`src/rtl/ac_evt.sv`:
```
// ac_evt: event stage behind the analog comparator.
// Resynchronises acout, glitch-filters it with a programmable hold-off,
// detects selected edges and keeps a sticky irq/ovf pair plus a saturating
// edge counter. Synchronous active-high reset.
// Optional: define AC_EVT_TIMESTAMP_EN to add the ts_cap timestamp port.
module ac_evt #(
  parameter int SYNC_STAGES = 2,
  parameter int FILT_W      = 4,
  parameter int CNT_W       = 16
) (
  input  logic              clk,
  input  logic              rst,
  input  logic              acenable,
  input  logic              acout,
  input  logic [1:0]        cfg_edge,
  input  logic [FILT_W-1:0] cfg_filt,
  input  logic              irq_clr,
  input  logic              cnt_clr,
  output logic              acout_filt,
  output logic              evt,
  output logic              irq,
  output logic              ovf,
  output logic [CNT_W-1:0]  edge_cnt
`ifdef AC_EVT_TIMESTAMP_EN
  ,
  output logic [CNT_W-1:0]  ts_cap
`endif
);

  typedef enum logic [1:0] {LO, LO_PEND, HI, HI_PEND} state_t;

  logic [SYNC_STAGES-1:0] sync_q;
  logic                   s;
  state_t                 state;
  logic [FILT_W-1:0]      cnt;

  assign s = sync_q[SYNC_STAGES-1];

  // Resynchroniser; held cleared while the comparator is disabled.
  // NOTE: reset and enable are sampled on clk, so they sit in the same
  // priority branch rather than in the sensitivity list.
  always_ff @(posedge clk) begin
    if (rst || !acenable) begin
      sync_q <= '0;
    end else begin
      sync_q <= {sync_q[SYNC_STAGES-2:0], acout};
    end
  end

  // Filter FSM: a new level must persist for cfg_filt+1 samples before it
  // commits; the committing edge also produces the registered evt pulse.
  // NOTE: cfg_filt is compared live with >=, so shortening it while a
  // change is pending commits on the very next sample.
  always_ff @(posedge clk) begin
    if (rst || !acenable) begin
      state      <= LO;
      cnt        <= '0;
      acout_filt <= 1'b0;
      evt        <= 1'b0;
    end else begin
      evt <= 1'b0;
      case (state)
        LO: begin
          if (s) begin
            if (cfg_filt == '0) begin
              state      <= HI;
              acout_filt <= 1'b1;
              evt        <= cfg_edge[0];
            end else begin
              state <= LO_PEND;
              cnt   <= FILT_W'(1);
            end
          end
        end
        LO_PEND: begin
          if (!s) begin
            state <= LO;
            cnt   <= '0;
          end else if (cnt >= cfg_filt) begin
            state      <= HI;
            cnt        <= '0;
            acout_filt <= 1'b1;
            evt        <= cfg_edge[0];
          end else begin
            cnt <= cnt + FILT_W'(1);
          end
        end
        HI: begin
          if (!s) begin
            if (cfg_filt == '0) begin
              state      <= LO;
              acout_filt <= 1'b0;
              evt        <= cfg_edge[1];
            end else begin
              state <= HI_PEND;
              cnt   <= FILT_W'(1);
            end
          end
        end
        HI_PEND: begin
          if (s) begin
            state <= HI;
            cnt   <= '0;
          end else if (cnt >= cfg_filt) begin
            state      <= LO;
            cnt        <= '0;
            acout_filt <= 1'b0;
            evt        <= cfg_edge[1];
          end else begin
            cnt <= cnt + FILT_W'(1);
          end
        end
        default: begin
          state      <= LO;
          cnt        <= '0;
          acout_filt <= 1'b0;
        end
      endcase
    end
  end

  // Sticky interrupt and overflow flags; an event wins over a clear for irq.
  always_ff @(posedge clk) begin
    if (rst) begin
      irq <= 1'b0;
      ovf <= 1'b0;
    end else begin
      if (evt) begin
        irq <= 1'b1;
      end else if (irq_clr) begin
        irq <= 1'b0;
      end
      if (irq_clr) begin
        ovf <= 1'b0;
      end else if (evt && irq) begin
        ovf <= 1'b1;
      end
    end
  end

  // Saturating edge counter; a clear coincident with an event counts it.
  always_ff @(posedge clk) begin
    if (rst) begin
      edge_cnt <= '0;
    end else if (cnt_clr) begin
      edge_cnt <= CNT_W'(evt);
    end else if (evt && (edge_cnt != '1)) begin
      edge_cnt <= edge_cnt + CNT_W'(1);
    end
  end

`ifdef AC_EVT_TIMESTAMP_EN
  logic [CNT_W-1:0] ts_q;

  // Free-running wrap-around timestamp, captured on every event.
  always_ff @(posedge clk) begin
    if (rst) begin
      ts_q   <= '0;
      ts_cap <= '0;
    end else begin
      ts_q <= ts_q + CNT_W'(1);
      if (evt) begin
        ts_cap <= ts_q;
      end
    end
  end
`endif

endmodule

```
`config.mk`:
```
export PLATFORM = sky130hd
export DESIGN_NAME = ac_evt
export DESIGN_NICKNAME = d
export VERILOG_FILES = /design/src/rtl/ac_evt.sv
export SDC_FILE = /design/constraint.sdc
export NUM_CORES = 1
export LEC_CHECK = 0
export ABC_AREA = 1
export BUFFER_PORTS_ARGS = -buffer_cell sky130_fd_sc_hd__buf_4
export CORE_ASPECT_RATIO = 0.7
export CORE_UTILIZATION = 40
export DETAILED_ROUTE_END_ITERATION = 6
export MAX_ROUTING_LAYER = met4
export PLACE_DENSITY_LB_ADDON = 0.1
export SYNTH_ARGS = -nofsm -noshare
export SYNTH_HDL_FRONTEND = slang
export SYNTH_SLANG_ARGS = --single-unit
```
`constraint.sdc`:
```
create_clock -name clk -period 1.7 [get_ports clk]
set_clock_uncertainty 0.05 [all_clocks]
set_input_delay 0.17 -clock clk [delete_from_list [all_inputs] [get_ports clk]]
set_output_delay 0.17 -clock clk [all_outputs]
set_load 0.05 [all_outputs]
```
==> summary by stage <==
STA
In the final timing run, aggregate negative setup slack is 0 ns. Measured against its own limit, the worst slew margin works out to about 63%. The slew at the pin with the worst max-slew slack is ~0.55 ns. The worst path setup slack after routing is approximately 0.13 ns. The worst path in the final design needs a cycle of roughly 1.6 ns, including I/O delays and setup.

The number of max-slew violations in the final report came to 0. The period utilization is a little over 90%. The count of final setup violators is 0. Setup repair after global routing left no endpoint under its margin. The highest attainable clock frequency is roughly 0.64 GHz. The number of endpoints with negative hold slack in the final report was 0.

Placed design
The number of placed instances, taps included, is 352. The worst setup slack after placement is -0.0767 ns. The count of input and output buffers is 31.

Once detailed placement completed, the half-perimeter wirelength came to about 3 mm. Once placement finished, the instance area stood at 2050 µm². The global placer's final weighted congestion is roughly 0.87.

Global route
The total global-route track usage is around 20%. The remaining global-route overflow is 0. The via count of the first global-routing pass is between 1,000 and 1,500. The pin count of the biggest net entering global routing is 16.

The initial antenna violation count came to 0. The global-route wire length before repair is 6.80 mm.

Layout
After routing the design area is 2140 µm². The number of inserted filler cells in the final layout is between 400 and 500. Excluding fillers, the count of instances in the completed layout stands at 358. From synthesis to final layout, the design area changed by 27.1%. Cells with a size suffix above 1 make up about a quarter of the layout. The count of inserted antenna diode cells is 0.

The total number of nets in the final design is about 330.

Yosys
The async set-or-reset flop fraction in the synthesized netlist is 0%. Averaged over all synthesized cells, the footprint is 6.43 µm². The summed instance area of the synthesized netlist is approximately 1700 µm².

The post-synthesis sequential area ratio is approximately a third. The most used flip-flop cell after synthesis is dfxtp_1. In this run, distinct cell masters in the synthesized netlist total 20. In this run the biggest area consumer among cell types represents 33.3% of the synthesized area. The net count after synthesis is 280.

The library cell occupying the most area in the post-synthesis netlist is dfxtp_1. In the post-synthesis netlist, the biggest area contributors are dfxtp_1 33%, nand2_1 18%, inv_1 8.0%, nor2_1 7.8%, nand3_1 5.6%. The count of yosys warnings during synthesis is 0. The synthesized instance count is about 260. In this run, synthesis inferred 0 flip-flops with an integrated enable.

The number of storage elements in the synthesis netlist is 28. The cell with the most instances after synthesis is nand2_1. Counting instances in the post-synthesis netlist gives the leading cell types as 82 x nand2_1, 36 x inv_1, 35 x nor2_1.

CTS
The post-CTS clock slew at the launch and capture registers of the worst setup and hold paths is 0.10 ns. Clock tree synthesis selected as its root buffer the cell clkbuf_8. In this run, CTS created clock tree buffers numbering 3.

The maximum root-to-sink buffer count is 2. At the later pin of the worst-skew pair, clock insertion delay measures between 0.2 and 0.3 ns. In this run the number of H-tree levels came out at 1.

TritonCTS built the clock tree. The number of hold buffers added after cts is 0. The number of sinks driven by the clock tree is 28.

Power
In this run the power density over the cells is around 510 nW/µm². The total design power is 0.00110 W. IR analysis of the VDD net gives a maximum drop of between 0.0003 and 0.0004 V. The reported leakage power is 0.910 nW.

Route
In the routed layout, each cell is associated on average with a via count of roughly 4.7. The detailed-routing iteration count for the pre-antenna-repair pass is 4. The detailed router finished its first iteration with between 100 and 150 violations. For this block, the routed nets add up to 4.03 mm of wire.

The post-detailed-route wirelength per cell is ~11 µm. The count of nets left with antenna violations once routing finished came out at 0. The total via count in the routed design is 1,700. The number of design rule violations left after detail routing is 0.

Critical path
The cell seen most often among critical-path stages is nor2_4. STA classifies the critical path endpoint as a register. Counting both buffers and inverters, the worst setup path holds a total of 2.

In this design, the stage delay of the slowest critical-path cell is about 0.35 ns. The signal on the critical path passes through ha_2 -> inv_1 -> nor2_4 -> nand2_2 -> nor2_4 -> nor2_4 -> buf_12 -> nand2_1 -> a21oi_1. The data required time of the critical path is 1.84 ns. The category of the worst setup path launch point is a register. Data on the critical path arrives at its endpoint at ~1.7 ns.

Broken down by cell family, the worst path's largest delay share belongs to simple AND/OR/NAND/NOR gates. The maximum fanout encountered on the critical timing path is 13. The path type of the worst setup path is register to register. On the critical path, the stage with the largest delay is an instance of dfxtp_4.

Die
From left edge to right edge, the die measures 79.6 µm. The initial core utilization is roughly 42%. The height of the chip is approximately 56 µm. The die covers ~4500 µm². The number of placed I/O pins is 32. The floorplan has 19 rows.

The total core area is about 4000 µm².

Job
The number of max-capacitance violations reported is 0.

Status
The run finished with clean final reports.

Hold path
The path class of the tightest hold or removal check is input port to register.
==> cell type report <==
| type | count | area [µm²] | share of cell area [%] |
|---|---|---|---|
| clock buffer | 4 | 45.0 | 2.10 |
| inverter | 37 | 144 | 6.72 |
| multi-input combinational | 194 | 981 | 45.8 |
| sequential | 28 | 572 | 26.7 |
| tap | 52 | 65.1 | 3.04 |
| timing repair buffer | 43 | 335 | 15.7 |
==> power breakdown <==
part | internal, W | total [W] | switching [W]
logic | 0.0000314 | 0.0000717 | 0.0000402
clock network | 0.000168 | 0.000373 | 0.000205
registers | 0.000655 | 0.000656 | 0.00000176
==> sequential cells by signal (all words and copies together) (netlist names) <==
name        count
edge_cnt       16
cnt             4
state           2
sync_q          2
acout_filt      1
evt             1
irq             1
ovf             1
==> layout by cell type (no fill, tap or decap) <==
cell type  synthesis  final
ha_2               0      1
dfxtp_1           28     23
ha_1               6      5
inv_1             36     35
nand4_1            7      7
o21ai_0            6      5
nand3_2            0      1
clkbuf_8           0      3
dfxtp_2            0      3
a21oi_1           15     14
xnor2_1            4      4
nor2_2             3      2
nand2_2            2      2
nor2_4             2      3
a21oi_2            8      9
clkbuf_1           1      1
o21ai_1            0      1
inv_2              0      1
dfxtp_4            0      2
nand2_1           82     82
buf_12             0      1
xor2_1             4      4
buf_4              0     42
nor3b_2            1      1
clkinv_4           0      1
nor2_1            35     35
nand3_1           19     18
==> stage by stage <==
step                util (%)  hold slack (ns)
floorplan                  -            0.220
global placement        51.6            0.348
detailed placement      51.6            0.338
CTS                     53.5           0.0311
global route            54.0           0.0458
finish                  54.0           0.0414
==> worst paths after layout <==
| path | start | to | slack, ns | cells past startpoint |
|---|---|---|---|---|
| setup / recovery | edge_cnt[0]$_SDFFE_PP0P_ | edge_cnt[3]$_SDFFE_PP0P_ | 0.13 | 9 |
| hold / removal | rst | irq$_SDFFE_PP0P_ | 0.04 | 2 |
| setup reg to reg | edge_cnt[0]$_SDFFE_PP0P_ | edge_cnt[3]$_SDFFE_PP0P_ | 0.13 | 9 |
| hold reg to reg | sync_q[0]$_SDFF_PP0_ | sync_q[1]$_SDFF_PP0_ | 0.36 | 2 |
==> cell families after synthesis <==
| family | count (synthesis) | share of synthesized area, % |
|---|---|---|
| XOR/XNOR | 8 | 4.16 |
| adder cells (fa/ha/maj) | 6 | 4.45 |
| buffers and inverters | 40 | 9.50 |
| AO/OA/AOI/OAI | 29 | 10.4 |
| flip-flops | 28 | 33.3 |
| AND/OR/NAND/NOR | 151 | 38.2 |
==> per-layer routing <==
layer,routed length (µm),track usage [%]
met1,2260,31.7
met3,297,3.90
met4,15,4.16
met2,1450,25.5
met5,0,-
==> repair_timing <==
item,4_1_cts,5_1_grt
resized for setup,1,6
buffers inserted,2,0
pin swaps,1,0
endpoints found under the hold margin,0,0
endpoints found under the setup margin,12,9
gates cloned,0,0
Note: power is estimated with default switching activity, not from simulation.
